==> src/rtl/bias_loader_pkg.sv <==
// Shared definitions for the bias loader: FSM state encoding and sizing helpers.
package bias_loader_pkg;

    typedef enum logic [2:0] {
        ST_IDLE   = 3'd0,
        ST_REQ    = 3'd1,
        ST_WAIT   = 3'd2,
        ST_UNPACK = 3'd3,
        ST_DONE   = 3'd4
    } bl_state_t;

    function automatic int ceil_div(input int a, input int b);
        return (a + b - 1) / b;
    endfunction

endpackage

==> src/rtl/bias_word_unpack.sv <==
// Holds one fetched bias word and presents its lanes one at a time, lane 0 first.
module bias_word_unpack #(
    parameter int OUT_WIDTH     = 32,
    parameter int BIAS_PER_WORD = 4
) (
    input  logic                               clk,
    input  logic                               reset,
    input  logic                               i_load,
    input  logic [BIAS_PER_WORD*OUT_WIDTH-1:0] i_word,
    input  logic                               i_shift,
    output logic [OUT_WIDTH-1:0]               o_lane,
    output logic                               o_last_lane
);
    localparam int WORD_W = BIAS_PER_WORD * OUT_WIDTH;
    localparam int LCNT_W = (BIAS_PER_WORD > 1) ? $clog2(BIAS_PER_WORD) : 1;

    logic [WORD_W-1:0] r_word;
    logic [LCNT_W-1:0] r_lane_cnt;

    always_ff @(posedge clk) begin
        if (reset) begin
            r_word     <= '0;
            r_lane_cnt <= '0;
        end else if (i_load) begin
            r_word     <= i_word;
            r_lane_cnt <= '0;
        end else if (i_shift) begin
            // Shifting keeps the active lane in the low slice, so o_lane is a plain register tap.
            r_word     <= r_word >> OUT_WIDTH;
            r_lane_cnt <= r_lane_cnt + LCNT_W'(1);
        end
    end

    assign o_lane      = r_word[OUT_WIDTH-1:0];
    assign o_last_lane = (r_lane_cnt == LCNT_W'(BIAS_PER_WORD - 1));

endmodule

==> src/rtl/bias_loader.sv <==
// Fetches ARRAY_N packed biases from the buffer one word at a time and writes them
// into the bias register file, one lane per cycle, then pulses done.
module bias_loader
    import bias_loader_pkg::*;
#(
    parameter int ARRAY_N       = 16,
    parameter int OUT_WIDTH     = 32,
    parameter int BIAS_PER_WORD = 4,
    parameter int ADDR_WIDTH    = 16
) (
    input  logic                               clk,
    input  logic                               reset,
    input  logic                               start,
    input  logic [ADDR_WIDTH-1:0]              base_addr,
    output logic                               busy,
    output logic                               done,
    output logic                               mem_req_valid,
    input  logic                               mem_req_ready,
    output logic [ADDR_WIDTH-1:0]              mem_req_addr,
    input  logic                               mem_rsp_valid,
    input  logic [BIAS_PER_WORD*OUT_WIDTH-1:0] mem_rsp_data,
    output logic [$clog2(ARRAY_N):0]           w_index,
    output logic [OUT_WIDTH-1:0]               w_data,
    output logic                               w_en
);
    localparam int NWORDS = ceil_div(ARRAY_N, BIAS_PER_WORD);
    localparam int IDX_W  = $clog2(ARRAY_N) + 1;
    localparam int WORD_W = $clog2(NWORDS + 1);

    bl_state_t             r_state;
    logic                  r_busy;
    logic                  r_done;
    logic                  r_req_valid;
    logic [ADDR_WIDTH-1:0] r_req_addr;
    logic                  r_w_en;
    logic [IDX_W-1:0]      r_w_index;
    logic [WORD_W-1:0]     r_word_j;

    logic                  w_load;
    logic                  w_shift;
    logic                  w_last_lane;
    logic                  w_last_bias;
    logic [OUT_WIDTH-1:0]  w_lane;

    assign w_load      = (r_state == ST_WAIT) && mem_rsp_valid;
    assign w_last_bias = (r_w_index == IDX_W'(ARRAY_N - 1));
    assign w_shift     = (r_state == ST_UNPACK) && !w_last_lane && !w_last_bias;

    bias_word_unpack #(
        .OUT_WIDTH    (OUT_WIDTH),
        .BIAS_PER_WORD(BIAS_PER_WORD)
    ) u_unpack (
        .clk        (clk),
        .reset      (reset),
        .i_load     (w_load),
        .i_word     (mem_rsp_data),
        .i_shift    (w_shift),
        .o_lane     (w_lane),
        .o_last_lane(w_last_lane)
    );

    always_ff @(posedge clk) begin
        if (reset) begin
            r_state     <= ST_IDLE;
            r_busy      <= 1'b0;
            r_done      <= 1'b0;
            r_req_valid <= 1'b0;
            r_req_addr  <= '0;
            r_w_en      <= 1'b0;
            r_w_index   <= '0;
            r_word_j    <= '0;
        end else begin
            case (r_state)
                ST_IDLE: begin
                    r_done <= 1'b0;
                    if (start) begin
                        r_state     <= ST_REQ;
                        r_busy      <= 1'b1;
                        r_req_valid <= 1'b1;
                        r_req_addr  <= base_addr;
                        r_word_j    <= '0;
                    end
                end
                ST_REQ: begin
                    if (mem_req_ready) begin
                        r_req_valid <= 1'b0;
                        r_state     <= ST_WAIT;
                    end
                end
                ST_WAIT: begin
                    // First lane goes out in the same edge the word is captured.
                    if (mem_rsp_valid) begin
                        r_state   <= ST_UNPACK;
                        r_w_en    <= 1'b1;
                        r_w_index <= IDX_W'(r_word_j * BIAS_PER_WORD);
                    end
                end
                ST_UNPACK: begin
                    if (w_last_bias) begin
                        r_w_en  <= 1'b0;
                        r_state <= ST_DONE;
                        r_done  <= 1'b1;
                        r_busy  <= 1'b0;
                    end else if (w_last_lane) begin
                        r_w_en      <= 1'b0;
                        r_state     <= ST_REQ;
                        r_req_valid <= 1'b1;
                        r_req_addr  <= r_req_addr + ADDR_WIDTH'(1);
                        r_word_j    <= r_word_j + WORD_W'(1);
                    end else begin
                        r_w_index <= r_w_index + IDX_W'(1);
                    end
                end
                ST_DONE: begin
                    r_done  <= 1'b0;
                    r_state <= ST_IDLE;
                end
                default: r_state <= ST_IDLE;
            endcase
        end
    end

    assign busy          = r_busy;
    assign done          = r_done;
    assign mem_req_valid = r_req_valid;
    assign mem_req_addr  = r_req_addr;
    assign w_en          = r_w_en;
    assign w_index       = r_w_index;
    assign w_data        = w_lane;

endmodule

==> config.mk <==
export PLATFORM = sky130hd
export DESIGN_NAME = bias_loader
export DESIGN_NICKNAME = d
export VERILOG_FILES = /design/src/rtl/bias_loader_pkg.sv /design/src/rtl/bias_word_unpack.sv /design/src/rtl/bias_loader.sv
export SDC_FILE = /design/constraint.sdc
export NUM_CORES = 1
export LEC_CHECK = 0
export CAP_MARGIN = 20
export CORE_MARGIN = 10
export CORE_UTILIZATION = 48
export DETAILED_ROUTE_END_ITERATION = 16
export PLACE_DENSITY = 0.81
export REMOVE_ABC_BUFFERS = 1
export SETUP_SLACK_MARGIN = 0.3
export SYNTH_ARGS = -nofsm -noshare
export SYNTH_HDL_FRONTEND = slang
export SYNTH_SLANG_ARGS = --single-unit
==> constraint.sdc <==
create_clock -name clk -period 2.38 [get_ports clk]
set_clock_uncertainty 0.05 [all_clocks]
set_input_delay 0.595 -clock clk [delete_from_list [all_inputs] [get_ports clk]]
set_output_delay 0.595 -clock clk [all_outputs]
set_load 0.05 [all_outputs]
==> flow_summary.ini <==
[grt]
grtUsageTotal = 0.207
grt_max_degree = 95
grt_pass1_vias = 6812
antenna_found_initial = 0
grt_first_pass_wirelength_um = 34600
overflow = 0

[power]
p_leak_nw = 3.74
power_density_nw_per_um2 = 664
ir_worst_vdd_mv = 0.497

[detailed_routing]
antenna_left = 0
drcViolationCount = 0
via_count = 7098
drt_wl_total_um = 22200
viasPerCell = 5.62
drtPass1Iterations = 5
routedWlPerCell_um = 17.6
drt-initial-drc-count = 521

[clock_network]
cts-root-buf = clkbuf_16
path_clk_slew_ns = 0.06
hold_buffers = 0
cts_buffers = 17
clkSinkCount = 161
cts.path.max_buffers = 2
cts_tree = yes
clk_latency_ns = 0.42
htree_levels = 4

[timing]
tightest_slew_ns = 0.562
slew_viol_final = 0
max_slew_margin = 0.627
clock.fmax_ghz = 0.489
fin_crit_sh = 0.858
period_minus_slack_ns = 2.04
hold_viol = 0
setup_viol = 0
rsz0062_at_grt = true

[critical_path]
end_kind = primary output
r2r_end = mem_req_addr[11]
rr_worst_depth = 7
cp_max_fo = 4
path_buf_inv = 1
max_stage_delay_ns = 0.59
critPathArrivalTime_ns = 1.40
regToRegStartpoint = w_index[0]
required_ns = 1.74
crit_chain = dlygate4sd2_1
reg2reg_slack_ns = 0.35
cp-start-kind = flip-flop
cpLargestDelayFamily = buffers and inverters
critPathSlowestCell = dlygate4sd2_1
criticalPathCategory = flip-flop to primary output

[layout]
final_cells = 1264
final_area_um2 = 10100
final_nets = 1217
area_growth_pct = 38.1
n_antenna_cell = 0
fillers = 1214
drive_gt1_frac = 0.0901

[run]
cap_violations = 0

[die]
dieWidth_um = 143
core_area_um2 = 15000
rows = 45
dieArea_um2 = 20600
start_util = 0.486
die_height_um = 143
io_pins = 206

[worst_hold_path]
min_path_cells = 2
worstHoldStart = u_unpack.r_word[65]
worstHoldPathType = flip-flop to flip-flop
min_to = u_unpack.r_word[33]

[placed_design]
post_dp_cell_area_um2 = 9410
placed_cells = 1225
port_buffers = 205
dp_hpwl_um = 14500
gp_congestion = 0.829

[synth]
ys_ff_latch = 161
ys.warnings.count = 0
synth-edff-count = 0
postSynthAreaPerCell_um2 = 8.00
syn_area_um2 = 7300
synth.distinct_cells = 52
async_reset_ff_frac = 0
synthCells = 913
ys.flop_type = dfxtp_1
yosysSeqAreaShare = 0.441

[status]
status = completed
sequential cells by signal, indices dropped and copies added (netlist names):
| signal | flops |
|---|---|
| busy | 1 |
| done | 1 |
| mem_req_addr | 16 |
| mem_req_valid | 1 |
| r_state | 3 |
| r_word_j | 3 |
| u_unpack.r_lane_cnt | 2 |
| u_unpack.r_word | 128 |
| w_en | 1 |
| w_index | 5 |
cells by family after synthesis:
family / after synthesis / share of synthesized area
AND/OR/NAND/NOR: 413 / 0.235
XOR/XNOR: 2 / 0.00240
AO/OA/AOI/OAI: 207 / 0.220
adder cells (fa/ha/maj): 5 / 0.00856
flip-flops: 161 / 0.441
multiplexers: 3 / 0.00411
buffers and inverters: 122 / 0.0884
report_power, final:
group,switching (mW),leakage [nW],internal [mW]
registers,0.0932,1.31,2.82
clock network,1.08,0.293,1.65
logic,0.564,2.14,0.484
per-stage QoR:
step	hold WS [ns]	power (mW)	setup WS (ns)	util	TNS (ns)
floorplan	0.393	3.47	-2.68	-	-279.11
global placement	0.409	4.02	0.0513	0.626	0
detailed placement	0.415	4.03	0.0338	0.626	0
CTS	0.424	6.71	0.267	0.669	0
global route	0.441	6.94	0.278	0.671	0
finish	0.423	6.70	0.337	0.671	0
layer usage:
layer  track usage  wire length, um  vias to the layer above
met5             0                0                        -
met4        0.0693              386                        0
met3        0.0723             2110                       27
met2         0.331            10300                      253
met1         0.254             9470                     3328
li1              -                -                     3490
Yosys cell counts (3+ instances only):
| master | instances | area (um2) |
|---|---|---|
| o21ai_0 | 13 | 65.1 |
| nand3b_1 | 3 | 22.5 |
| clkbuf_1 | 38 | 143 |
| nor2_1 | 141 | 529 |
| buf_1 | 5 | 18.8 |
| a211oi_1 | 6 | 45.0 |
| nor4_1 | 3 | 18.8 |
| o22ai_1 | 6 | 37.5 |
| or3_1 | 3 | 18.8 |
| a21oi_1 | 25 | 125 |
| dfxtp_1 | 161 | 3220 |
| nand4_1 | 6 | 37.5 |
| mux2i_1 | 3 | 30.0 |
| and2_1 | 5 | 31.3 |
| buf_2 | 33 | 165 |
| nor2b_1 | 3 | 18.8 |
| and4_1 | 3 | 26.3 |
| nand2_1 | 216 | 811 |
| nand3_1 | 9 | 45.0 |
| buf_4 | 37 | 278 |
| o31a_1 | 4 | 35.0 |
| a21o_1 | 5 | 37.5 |
| inv_1 | 8 | 30.0 |
| and3_1 | 4 | 25.0 |
| ha_1 | 5 | 62.6 |
| o32ai_1 | 3 | 26.3 |
| nor3_1 | 4 | 20.0 |
| a22oi_1 | 34 | 255 |
| a311oi_1 | 98 | 858 |
| a211o_1 | 3 | 26.3 |
area by class of cell:
type	instances	area, um2	share of cell area
Clock buffer	23	488	0.0484
Clock inverter	9	105	0.0104
Inverter	8	30.0	0.00298
Multi-Input combinational cell	630	3480	0.345
Sequential cell	161	3230	0.320
Tap cell	188	235	0.0233
Timing Repair Buffer	245	2520	0.250
timing repair:
item | in CTS | in global routing
resized for setup | 66 | 25
pin swaps | 3 | 2
buffers inserted | 3 | 0
setup endpoints to repair | 176 | 90
gates cloned | 2 | 2
cell usage in the layout, fill, tap and decap left out, types with 4 or more instances in the layout:
| cell | instances |
|---|---|
| a21oi_1 | 24 |
| clkinv_2 | 4 |
| buf_12 | 14 |
| a22oi_1 | 34 |
| a21o_1 | 5 |
| o21ai_0 | 10 |
| a211oi_1 | 6 |
| ha_1 | 4 |
| o22ai_1 | 6 |
| dlygate4sd2_1 | 46 |
| nor2_1 | 140 |
| nand4_1 | 6 |
| clkbuf_8 | 4 |
| a311oi_1 | 97 |
| buf_4 | 21 |
| inv_1 | 8 |
| and2_1 | 5 |
| o31a_1 | 4 |
| nand2_1 | 216 |
| nor3_1 | 4 |
| nand3_1 | 9 |
| clkbuf_16 | 19 |
| dfxtp_1 | 158 |
| clkbuf_2 | 7 |
| clkdlybuf4s50_1 | 147 |
worst max-delay path by stage:
stage	to	cells past startpoint	start	slack (ns)
final	w_index[1]	1	w_index[1]	0.34
after detailed placement	mem_req_addr[0]	5	start	0.03
after CTS	mem_req_addr[11]	1	mem_req_addr[11]	0.27
after global routing	r_word_j[2]	7	w_index[0]	0.28
after global placement	mem_req_addr[3]	6	start	0.05
after floorplan	u_unpack.r_word[0]	3	r_state[1]	-2.68
No activity file was read; power rests on OpenSTA's default activity.
